[src/rtl/list_harness_pkg.sv]
`default_nettype none
// ============================================================================
//  Module      : list_harness_pkg
//  Description : Shared types and helpers for the list stream harness:
//                FSM state encoding and a counter-width helper.
//  Revision    : 1.0 - initial release
// ============================================================================
package list_harness_pkg;

    // Harness run states
    typedef enum logic [2:0] {
        ST_IDLE   = 3'd0,
        ST_LAUNCH = 3'd1,
        ST_REQ    = 3'd2,
        ST_GAP    = 3'd3,
        ST_DONE   = 3'd4,
        ST_ABORT  = 3'd5
    } state_t;

    // Bits needed to hold 0..max_value; never less than one bit so that a
    // zero-valued parameter still yields a legal vector.
    function automatic int cnt_width(input int max_value);
        return (max_value < 1) ? 1 : $clog2(max_value + 1);
    endfunction

endpackage : list_harness_pkg
`default_nettype wire

[src/rtl/list_capture_ram.sv]
`default_nettype none
// ============================================================================
//  Module      : list_capture_ram
//  Description : Simple dual-port RAM, WIDTH x DEPTH, synchronous write and
//                registered read. Read-during-write to the same address
//                returns the previous contents.
//  Revision    : 1.0 - initial release
// ============================================================================
module list_capture_ram #(
    parameter int WIDTH = 8,
    parameter int DEPTH = 16
) (
    input  logic                     clk,
    input  logic                     wr_en,
    input  logic [$clog2(DEPTH)-1:0] wr_addr,
    input  logic [WIDTH-1:0]         wr_data,
    input  logic [$clog2(DEPTH)-1:0] rd_addr,
    output logic [WIDTH-1:0]         rd_data
);

    logic [WIDTH-1:0] r_mem [DEPTH];

    // Write port and registered read port; no reset so the array maps to block RAM
    always_ff @(posedge clk) begin
        if (wr_en) begin
            r_mem[wr_addr] <= wr_data;
        end
        rd_data <= r_mem[rd_addr];
    end

endmodule : list_capture_ram
`default_nettype wire

[src/rtl/list_stream_harness.sv]
`default_nettype none
// ============================================================================
//  Module      : list_stream_harness
//  Description : Driver/capture harness for a list-producing dataflow block.
//                Launches the block, paces element requests, captures the
//                returned elements into RAM and reports end-of-list,
//                overflow and ack-stall timeout.
//  Revision    : 1.0 - initial release
// ============================================================================
module list_stream_harness
    import list_harness_pkg::*;
#(
    parameter int WIDTH   = 8,
    parameter int DEPTH   = 16,
    parameter int GAP     = 5,
    parameter int TIMEOUT = 1023
) (
    input  logic                     CLOCK_50,
    input  logic                     reset,
    input  logic                     start,
    output logic                     dut_ready,
    input  logic                     dut_done,
    output logic                     req,
    input  logic                     ack,
    input  logic                     eol,
    input  logic [WIDTH-1:0]         value,
    input  logic [$clog2(DEPTH)-1:0] rd_addr,
    output logic [WIDTH-1:0]         rd_data,
    output logic [$clog2(DEPTH):0]   count,
    output logic                     busy,
    output logic                     finished,
    output logic                     overflow,
    output logic                     timeout
);

    localparam int c_ADDR_W  = $clog2(DEPTH);
    localparam int c_CNT_W   = c_ADDR_W + 1;
    localparam int c_GAP_W   = cnt_width(GAP);
    localparam int c_STALL_W = cnt_width(TIMEOUT);

    // count value at which the RAM is full
    localparam logic [c_CNT_W-1:0]   c_FULL       = c_CNT_W'(DEPTH);
    // Last gap-counter value before req reasserts; GAP=0 still idles one cycle
    localparam logic [c_GAP_W-1:0]   c_GAP_LAST   = c_GAP_W'((GAP == 0) ? 0 : GAP - 1);
    // Last stall-counter value tolerated before the run is aborted
    localparam logic [c_STALL_W-1:0] c_STALL_LAST = c_STALL_W'(TIMEOUT - 1);

    state_t                 r_state;
    logic [c_GAP_W-1:0]     r_gap_cnt;
    logic [c_STALL_W-1:0]   r_stall_cnt;
    logic                   w_wr_en;

    // Capture an element only on a real handshake with room left in the RAM
    assign w_wr_en = (r_state == ST_REQ) && ack && !eol && (count != c_FULL);

    // Run-control FSM with registered outputs, gap/stall counters and flags
    always_ff @(posedge CLOCK_50) begin
        if (reset) begin
            r_state     <= ST_IDLE;
            r_gap_cnt   <= '0;
            r_stall_cnt <= '0;
            dut_ready   <= 1'b0;
            req         <= 1'b0;
            count       <= '0;
            busy        <= 1'b0;
            finished    <= 1'b0;
            overflow    <= 1'b0;
            timeout     <= 1'b0;
        end else begin
            case (r_state)
                ST_IDLE, ST_DONE, ST_ABORT: begin
                    if (start) begin
                        r_state   <= ST_LAUNCH;
                        dut_ready <= 1'b1;
                        busy      <= 1'b1;
                        count     <= '0;
                        finished  <= 1'b0;
                        overflow  <= 1'b0;
                        timeout   <= 1'b0;
                    end
                end

                ST_LAUNCH: begin
                    if (dut_done) begin
                        r_state     <= ST_REQ;
                        req         <= 1'b1;
                        r_stall_cnt <= '0;
                    end
                end

                ST_REQ: begin
                    if (ack) begin
                        req <= 1'b0;
                        if (eol) begin
                            r_state   <= ST_DONE;
                            finished  <= 1'b1;
                            dut_ready <= 1'b0;
                            busy      <= 1'b0;
                        end else begin
                            // Past capacity the list is still drained to eol
                            if (count != c_FULL) begin
                                count <= count + c_CNT_W'(1);
                            end else begin
                                overflow <= 1'b1;
                            end
                            r_state   <= ST_GAP;
                            r_gap_cnt <= '0;
                        end
                    end else if (r_stall_cnt == c_STALL_LAST) begin
                        r_state   <= ST_ABORT;
                        req       <= 1'b0;
                        dut_ready <= 1'b0;
                        busy      <= 1'b0;
                        timeout   <= 1'b1;
                    end else begin
                        r_stall_cnt <= r_stall_cnt + c_STALL_W'(1);
                    end
                end

                ST_GAP: begin
                    if (r_gap_cnt == c_GAP_LAST) begin
                        r_state     <= ST_REQ;
                        req         <= 1'b1;
                        r_stall_cnt <= '0;
                    end else begin
                        r_gap_cnt <= r_gap_cnt + c_GAP_W'(1);
                    end
                end

                default: begin
                    r_state   <= ST_IDLE;
                    req       <= 1'b0;
                    dut_ready <= 1'b0;
                    busy      <= 1'b0;
                end
            endcase
        end
    end

    list_capture_ram #(
        .WIDTH (WIDTH),
        .DEPTH (DEPTH)
    ) u_ram (
        .clk     (CLOCK_50),
        .wr_en   (w_wr_en),
        .wr_addr (count[c_ADDR_W-1:0]),
        .wr_data (value),
        .rd_addr (rd_addr),
        .rd_data (rd_data)
    );

endmodule : list_stream_harness
`default_nettype wire

[config.mk]
export PLATFORM = sky130hd
export DESIGN_NAME = list_stream_harness
export DESIGN_NICKNAME = d
export VERILOG_FILES = /design/src/rtl/list_harness_pkg.sv /design/src/rtl/list_capture_ram.sv /design/src/rtl/list_stream_harness.sv
export SDC_FILE = /design/constraint.sdc
export NUM_CORES = 1
export LEC_CHECK = 0
export BUFFER_PORTS_ARGS = -buffer_cell sky130_fd_sc_hd__buf_4
export CAP_MARGIN = 20
export CORE_MARGIN = 3
export CORE_UTILIZATION = 45
export CTS_CLUSTER_SIZE = 25
export DETAILED_ROUTE_END_ITERATION = 6
export GPL_ROUTABILITY_DRIVEN = 0
export PLACE_DENSITY = 0.71
export RECOVER_POWER = 50
export SLEW_MARGIN = 40
export SYNTH_ARGS = -nofsm -noshare
export SYNTH_HDL_FRONTEND = slang
export SYNTH_SLANG_ARGS = --single-unit
[constraint.sdc]
create_clock -name CLOCK_50 -period 5.4 [get_ports CLOCK_50]
set_clock_uncertainty 0.1 [all_clocks]
set_input_delay 0.54 -clock CLOCK_50 [delete_from_list [all_inputs] [get_ports CLOCK_50]]
set_output_delay 0.54 -clock CLOCK_50 [all_outputs]
set_load 0.005 [all_outputs]
Word-level counts from Yosys, hierarchy flattened:

Memories as Yosys holds them, arrays and structs flattened. A register that Yosys moved wholly into a read port is not among the register bits.
Cells that the tools add are included.

* add/sub/neg operators: 3
* bitwise logic cells: 2
* muxes and demuxes: 43
* div/mod/pow operators: 0
* shifts and indexed selects: 0
* eq/ne operators: 22
* reductions and logical operators: 19
* $mul: 0
* magnitude comparators: 0

Operators by type and width (count)
* 2-to-1 mux 10 bit: 4
* one-hot mux 10 bit (3 select lines): 1
* 2-to-1 mux 3 bit: 9
* AND reduction 4 bit: 6
* 2-to-1 mux 5 bit: 4
* != test 2 bit (second input constant): 10
* 2-to-1 mux 1 bit: 17
* AND reduction 5 bit: 3
* one-hot mux 3 bit (4 select lines): 1
* adder 10 x 1 -> 10 bit (second input constant): 1
* equality test 10 bit (second input constant): 1
* one-hot mux 5 bit (2 select lines): 1
* equality test 3 bit (second input constant): 3
* equality test 3 x 2 -> 1 bit (second input constant): 2
* one-hot mux 1 bit (2 select lines): 3
* one-hot mux 3 bit (2 select lines): 1
* adder 5 x 1 -> 5 bit (second input constant): 1
* != test 5 bit (second input constant): 1
* != test 2 x 1 -> 1 bit (second input constant): 2
* one-hot mux 1 bit (4 select lines): 1
* nonzero test 2 bit: 2
* adder 3 x 1 -> 3 bit (second input constant): 1
* equality test 3 x 1 -> 1 bit (second input constant): 1
* logical AND 1 bit: 3
* 9 further kinds: 10

* bits in latches: 0
* output and inout bits: 19
* memories kept: 1
* bits in read-only memories: 0
* bits in registers: 26
* input bits: 18
* logic and storage cells: 99
* RAM bits: 128

Memories
* u_ram.r_mem: words 16, bits a word 8, rd ports 1, clocked after memory_dff 1, write ports 1, line list_capture_ram.sv:21 `logic [WIDTH-1:0] r_mem [DEPTH];`

Logic depth before layout (Yosys ltp):

Gate-level depths: netlist of run 1.

* word-level depth: 6
* gate-level depth with buffers: 6
* depth with buffers taken out: 6

Hierarchy:

From an unflattened synthesis of run 1, not the netlist that was laid out.

* cells, all modules: 418
* area total of the unflattened synthesis: 6641.4 um^2

Modules (own cells, without submodules)
* list_capture_ram: times used 1, seq. area each 4003.8 um^2, area an instance 5147.4 um^2, cells each 229
* list_stream_harness: times used 1, seq. area each 520.5 um^2, area an instance 1493.9 um^2, cells each 189

Worst setup path after synthesis of run 1:

No wires, ideal clock.

* path kind: register to register
* start: reg r_state[2]
* end: mem u_ram.r_mem[0][0], enable pin
* path buffers: 2
* data arrival time: 2213 ps
* library setup time: 395 ps
* cell stages (with the launch flop): 7
* data required time: 4905 ps
* clock period less this slack: 2708 ps
* setup slack: 2692 ps
* path through: dfxtp_1 > buf_6 > or3b_1 > buf_6 > nor2_1 > nand2_1 > nor4_1

* cells in the longest elaborated chain, start to end: 6

RTL lines
* from (decl): line list_stream_harness.sv:48 `state_t r_state;`
* from (signal assigned): line list_stream_harness.sv:59 `r_state <= ST_IDLE;`
* from (signal assigned): line list_stream_harness.sv:73 `r_state <= ST_LAUNCH;`
* from (signal assigned): line list_stream_harness.sv:85 `r_state <= ST_REQ;`
* equality test 3 x 2 -> 1 bit: line list_stream_harness.sv:54 `assign w_wr_en = (r_state == ST_REQ) && ack && !eol && (count != c_FULL);`
* logical AND 1 bit (3 in a row): line list_stream_harness.sv:54
* 2-to-1 mux 1 bit: line list_capture_ram.sv:25 `if (wr_en) begin`
* 2-to-1 mux 1 bit (implied by the code): line list_capture_ram.sv:26 `r_mem[wr_addr] <= wr_data;`
* to (decl): line list_capture_ram.sv:21

Every way passes these cells.

==> results of run 1 <==
-- through the flow --
stage / total power [mW] / hold WS, ns / util [%] / cells / setup slack (ns)
2_1_floorplan: 1.50 / 0.348 / - / 390 / 2.69
3_3_place_gp: 1.57 / 0.364 / 49.5 / 589 / 2.42
5_1_grt: 2.77 / 0.334 / 53.2 / 621 / 1.53
3_5_place_dp: 1.57 / 0.364 / 49.6 / 589 / 2.44
6_report: 2.68 / 0.315 / 53.2 / 621 / 1.92
4_1_cts: 2.70 / 0.304 / 53.6 / 621 / 2.44
-- synthesized netlist by cell type, types with 3 or more instances --
cell type	count	area, um2
a211oi_1	3	22.5
clkbuf_1	9	33.8
nand2b_1	5	31.3
edfxtp_1	128	3840
inv_1	14	52.6
nand3_1	12	60.1
nor3_1	9	45.0
a21oi_1	12	60.1
buf_2	3	15.0
dfxtp_1	34	681
nor2_1	20	75.1
nand2_1	21	78.8
o2111ai_1	3	26.3
o21ai_0	12	60.1
mux4_2	40	901
nand4_1	5	31.3
a311oi_1	3	26.3
ha_1	8	100
a31oi_1	7	43.8
-- metal layers --
| metal | routed length, um | GRT usage (%) | up-vias | share of wire (%) |
|---|---|---|---|---|
| met5 | 0 | 0 | - | 0 |
| met4 | 194 | 5.62 | 0 | 1.4 |
| met3 | 825 | 4.67 | 13 | 6.1 |
| met2 | 6570 | 27.9 | 143 | 49 |
| met1 | 5820 | 24.4 | 1851 | 43 |
| li1 | - | - | 1650 | - |
-- cells by family (layout without fill, tap and decap cells) --
group	count (synthesis)	count (layout)	share of synthesized area [%]
AOI/OAI and AO/OA	56	56	5.84
xor gates and xnor gates	1	1	0.134
adders and majority gates	8	8	1.53
DFF	162	162	69.2
muxes	41	41	13.9
buffers and inverters	31	82	2.12
and+or+nand+nor	91	91	7.27
-- worst reg2reg max path: stages, from the launching register on --
cell     delay (ns)
dfxtp_1        0.58
or3b_1         0.54
nor2_1         0.45
nand2_1        0.27
nor2_1         0.66
-- path summary, 6_finish.rpt --
kind / start / end / slack (ns)
setup / recovery: rd_addr[0] / u_ram.rd_data[1]$_DFF_P_ / 1.92
hold reg to reg: r_gap_cnt[1]$_SDFFE_PP0P_ / r_gap_cnt[1]$_SDFFE_PP0P_ / 0.37
setup reg to reg: r_state[1]$_SDFFE_PP0P_ / u_ram.r_mem[2][5]$_DFFE_PP_ / 2.42
hold / removal: eol / finished$_SDFFE_PP0P_ / 0.31
-- state kept, by name, summed over array words and instances (netlist names), 3 cells and up --
signal and cells:
u_ram.r_mem 128, r_stall_cnt 10, u_ram.rd_data 8, count 5, r_gap_cnt 3, r_state 3
-- placed cells by master (no fill, tap or decap), types with 3 or more instances in the layout --
cell type,instances
nand2b_1,5
a311oi_1,3
a21oi_1,12
inv_1,14
nand4_1,5
clkbuf_1,15
ha_1,8
edfxtp_1,128
clkbuf_4,17
dfxtp_1,34
mux4_2,40
clkbuf_16,17
nand3_1,12
nand2_1,21
a211oi_1,3
nor3_1,9
buf_4,8
clkinv_2,4
o21ai_0,12
o2111ai_1,3
nor2_1,20
a31oi_1,7
-- where the power goes --
group          total [mW]  internal, mW  switching, mW
registers            1.37          1.36         0.0130
clock network        1.14         0.690          0.447
logic               0.169        0.0702         0.0984
-- area by class of cell --
cell class	instances	area (um2)	share of cell area (%)
Multi-Input combinational cell	197	1880	25.1
Inverter	14	52.6	0.703
Clock inverter	10	113	1.51
Timing Repair Buffer	36	229	3.06
Clock buffer	22	454	6.08
Sequential cell	162	4520	60.5
Tap cell	180	225	3.01
==> impl_metrics.py, run 1 <==
metrics = {
    "setup_path": {
        "worstPathArrival_ns": 3.67,
        "endpoint_kind": "flip-flop",
        "reg2regPathDepth": 4,
        "cp_max_fo": 32,
        "cp_num_buf_inv": 1,
        "cp_slowest_cell": "clkbuf_1",
        "start_kind": "primary input",
        "criticalPathCategory": "primary input to flip-flop",
        "cp_common_cell": "mux4_2",
        "crit_chain": "clkbuf_1 > mux4_2 > mux4_2",
        "crit_family": "buffers and inverters",
        "max_stage_delay_ns": 1.85,
        "critical_path_cell_count": 3,
        "required_ns": 5.59,
    },
    "timing": {
        "fin_setup_tns_ns": 0,
        "clock.fmax_mhz": 287,
        "hold_violations": 0,
        "worstMarginPinSlew_ns": 2.66,
        "drv_slew": 33,
        "setup_viol": 0,
        "period_needed_ns": 3.48,
        "slew_headroom_pct": -77.1,
        "rsz0062_at_grt": "false",
        "post-route-period-util_pct": 64.4,
    },
    "die": {
        "io_pins": 37,
        "core_mm2": 0.0140,
        "dieArea_mm2": 0.0160,
        "fp.dieW_um": 127,
        "start_util_pct": 46.6,
        "die-height_um": 127,
        "fp-row-count": 43,
    },
    "global_routing": {
        "grt_usage_pct": 17.7,
        "overflow": 0,
        "grt_pass1_wl_mm": 21.3,
        "antenna_found_initial": 0,
        "grt_pass1_vias": 3636,
        "grt_max_degree": 33,
    },
    "clock_network": {
        "postCtsSetupBuffers": 0,
        "clk_latency_ns": 0.41,
        "cts_root_buffer": "clkbuf_16",
        "cts_resized": 0,
        "cts_tree": "built",
        "clockBufferDepth": 2,
        "clkTransAtPathRegs_ns": 0.06,
        "hold_buffers": 0,
        "ctsHtreeMaxLevel": 4,
        "cts_buffers": 17,
        "clock_sinks": 162,
    },
    "detailed_routing": {
        "drt_pass1_iterations": 5,
        "vias": 3657,
        "totalWireLength_mm": 13.4,
        "route.detailed.vias_per_inst": 5.89,
        "routedWlPerCell_um": 21.6,
        "ant_nets": 0,
        "remaining_drc_errors": 0,
        "dr.first_iter.drc_count": 328,
    },
    "run": {
        "cap_violations": 1,
    },
    "yosys": {
        "syn_inst": 390,
        "synthesis.area_mm2": 0.00654,
        "syn_nets": 416,
        "avgSynthCellArea_um2": 16.8,
        "ys.flop_type": "edfxtp_1",
        "async_reset_ff_share_pct": 0,
        "ys_seq_area_share_pct": 69.2,
        "yosysWarnings": 0,
        "ys_ff_latch": 162,
        "synth_edf_count": 128,
        "synth_cell_types": 51,
    },
    "placed_design": {
        "dp_hpwl_mm": 9.10,
        "port-buffer-count": 36,
        "dpl_cell_area_mm2": 0.00696,
    },
    "cells_and_area": {
        "nets": 454,
        "diodes": 0,
        "post_route_cells_drive_above_1_share_pct": 21.5,
        "syn_to_final_growth_pct": 14.3,
        "nFillCells": 1095,
        "fin_area_mm2": 0.00747,
    },
    "pwr": {
        "irDropWorstVdd_v": 0.000226,
        "p_leak_nw": 2.38,
        "powerDensity_mw_per_mm2": 358,
    },
    "worst_hold_path": {
        "min-delay-path-class": "primary input to flip-flop",
        "min_path_cells": 3,
    },
    "status": {
        "status": "finished with violations",
        "violations": "capacitance limit, slew limit",
    },
}
Note: power is estimated with default switching activity, not from simulation.
==> run 2: changes to the inputs <==
ABC_AREA = 1   (was not set)
PLACE_DENSITY = 0.73   (was 0.71)
clock period = 3.2 ns   (was 5.4 ns; I/O delays follow)
==> impl_metrics.py, run 2 <==
metrics = {
    "pwr": {
        "p_leak_nw": 2.98,
        "total_power_mw": 5.17,
        "powerDensity_mw_per_mm2": 653,
        "irDropWorstVdd_v": 0.000404,
    },
    "detailed_routing": {
        "route.detailed.vias_per_inst": 5.19,
        "ant_nets": 0,
        "remaining_drc_errors": 0,
        "totalWireLength_mm": 15.3,
        "vias": 4841,
        "dr.first_iter.drc_count": 395,
        "drt_pass1_iterations": 5,
        "routedWlPerCell_um": 16.4,
    },
    "timing": {
        "clock.fmax_mhz": 367,
        "slew_headroom_pct": 27.1,
        "post-route-period-util_pct": 85.2,
        "fin_setup_tns_ns": 0,
        "drv_slew": 0,
        "hold_violations": 0,
        "rsz0062_at_grt": "false",
        "period_needed_ns": 2.73,
        "worstMarginPinSlew_ns": 1.09,
        "setup_viol": 0,
    },
    "cells_and_area": {
        "syn_to_final_growth_pct": 12.8,
        "fin_area_mm2": 0.00792,
        "diodes": 0,
        "nets": 734,
        "layout_commonest_cell": "edfxtp_1",
        "final_cell_mix": "edfxtp_1, nand2_1, inv_1, nand3_1, a21oi_1",
        "regMostFlops": "u_ram.r_mem",
        "reg_top3": "u_ram.r_mem x128, r_stall_cnt x10, u_ram.rd_data x8",
        "largest_reg_flops": 128,
        "post_route_cells_drive_above_1_share_pct": 9.85,
    },
    "clock_network": {
        "clock_sinks": 162,
        "clockBufferDepth": 2,
        "cts_root_buffer": "clkbuf_16",
        "clkTransAtPathRegs_ns": 0.06,
        "clk_latency_ns": 0.43,
        "cts_resized": 0,
        "postCtsSetupBuffers": 0,
        "cts_buffers": 17,
        "ctsHtreeMaxLevel": 4,
        "cts_tree": "built",
        "hold_buffers": 0,
    },
    "die": {
        "fp-row-count": 45,
        "die-height_um": 131,
        "fp.dieW_um": 131,
        "io_pins": 37,
        "core_mm2": 0.0153,
        "dieArea_mm2": 0.0171,
        "start_util_pct": 46.0,
    },
    "yosys": {
        "ys_seq_area_share_pct": 64.5,
        "synth_cell_types": 29,
        "synth_edf_count": 128,
        "avgSynthCellArea_um2": 10.3,
        "yosys-top-cells-count": "edfxtp_1, nand2_1, inv_1, nand3_1, a21oi_1",
        "ys_ff_latch": 162,
        "async_reset_ff_share_pct": 0,
        "syn_inst": 680,
        "yosysTopAreaCell": "edfxtp_1",
        "ys.flop_type": "edfxtp_1",
        "yosysWarnings": 0,
        "syn_nets": 706,
        "yosysMostFrequentCell": "edfxtp_1",
        "synthesis.area_mm2": 0.00702,
        "synth_top_cell_area_share_pct": 54.8,
        "synth_area_leaders": "edfxtp_1, dfxtp_1, nand2_1",
    },
    "global_routing": {
        "antenna_found_initial": 0,
        "grt_pass1_wl_mm": 24.2,
        "grt_pass1_vias": 4649,
        "grt_max_degree": 66,
        "overflow": 0,
        "grt_usage_pct": 18.9,
    },
    "placed_design": {
        "port-buffer-count": 36,
        "dp_hpwl_mm": 10.1,
        "dpl_cell_area_mm2": 0.00743,
    },
    "setup_path": {
        "cp-startpoint": "r_state[1]$_SDFFE_PP0P_",
        "cp_max_fo": 12,
        "criticalPathCategory": "flip-flop to flip-flop",
        "endpoint_kind": "flip-flop",
        "r2r_setup_slack_ns": 0.47,
        "required_ns": 3.16,
        "worstReg2RegEnd": "u_ram.r_mem[9][6]$_DFFE_PP_",
        "endpoint": "u_ram.r_mem[9][6]$_DFFE_PP_",
        "timing.rr.start": "r_state[1]$_SDFFE_PP0P_",
        "worstPathArrival_ns": 2.68,
        "start_kind": "flip-flop",
        "reg2regPathDepth": 6,
    },
    "run": {
        "cap_violations": 0,
    },
    "status": {
        "status": "complete, no violations",
    },
    "worst_hold_path": {
        "min-delay-path-class": "primary input to flip-flop",
    },
}
## run 2: cell families after synthesis
group,count (synthesis),share of synthesized area (%)
buf+inv,133,7.79
xor+xnor,1,0.125
compound gates,118,9.66
simple gates,258,16.5
fa+ha+maj,8,1.43
flops,162,64.5
## run 2: layout make-up
| cell class | count | area, um2 |
|---|---|---|
| Fill cell | 1327 | 7340 |
| Sequential cell | 162 | 4520 |
| Multi-Input combinational cell | 385 | 1940 |
| Clock buffer | 23 | 500 |
| Inverter | 102 | 383 |
| Tap cell | 211 | 264 |
| Timing Repair Buffer | 40 | 231 |
| Clock inverter | 9 | 71.3 |
## run 2: worst max-delay path, cell delays in order (launching register included)
cell	delay, ns
dfxtp_1	0.42
nand3_1	0.45
nor2_2	0.38
nand2_2	0.16
inv_1	0.12
nand2_1	0.15
nor2_1	0.57
## run 2: per-stage QoR
step / hold WS (ns) / worst slack (ns) / instances / utilization [%]
finish: 0.0336 / 0.472 / 932 / 51.9
global route: 0.0339 / 0.287 / 932 / 51.9
CTS: 0.0161 / 0.736 / 932 / 52.5
detailed placement: 0.345 / 0.740 / 900 / 48.7
global placement: 0.349 / 0.822 / 900 / 48.7
floorplan: 0.319 / 1.19 / 680 / -
## run 2: how the worst min path moves through the flow
stage	endpoint	depth (start not counted)	start	slack (ns)
6_report	req$_SDFFE_PP0P_	2	reset	0.03
5_1_grt	r_state[0]$_SDFFE_PP0P_	2	reset	0.03
4_1_cts	count[4]$_SDFFE_PP0P_	2	reset	0.02
3_5_place_dp	overflow$_SDFFE_PP0P_	2	overflow$_SDFFE_PP0P_	0.35
3_3_place_gp	req$_SDFFE_PP0P_	2	req$_SDFFE_PP0P_	0.35
2_1_floorplan	u_ram.r_mem[0][0]$_DFFE_PP_	0	value[0]	0.32
## run 2: power breakdown
group / internal (mW) / switching [mW] / total (mW)
registers: 2.36 / 0.0828 / 2.45
logic: 0.251 / 0.546 / 0.797
clock network: 1.11 / 0.811 / 1.93
## run 2: routing by layer
metal / share of wire (%) / track usage (%)
met1: 43 / 24.4
met2: 45 / 28.7
met3: 8.2 / 6.06
met4: 3.3 / 9.32
met5: 0 / 0
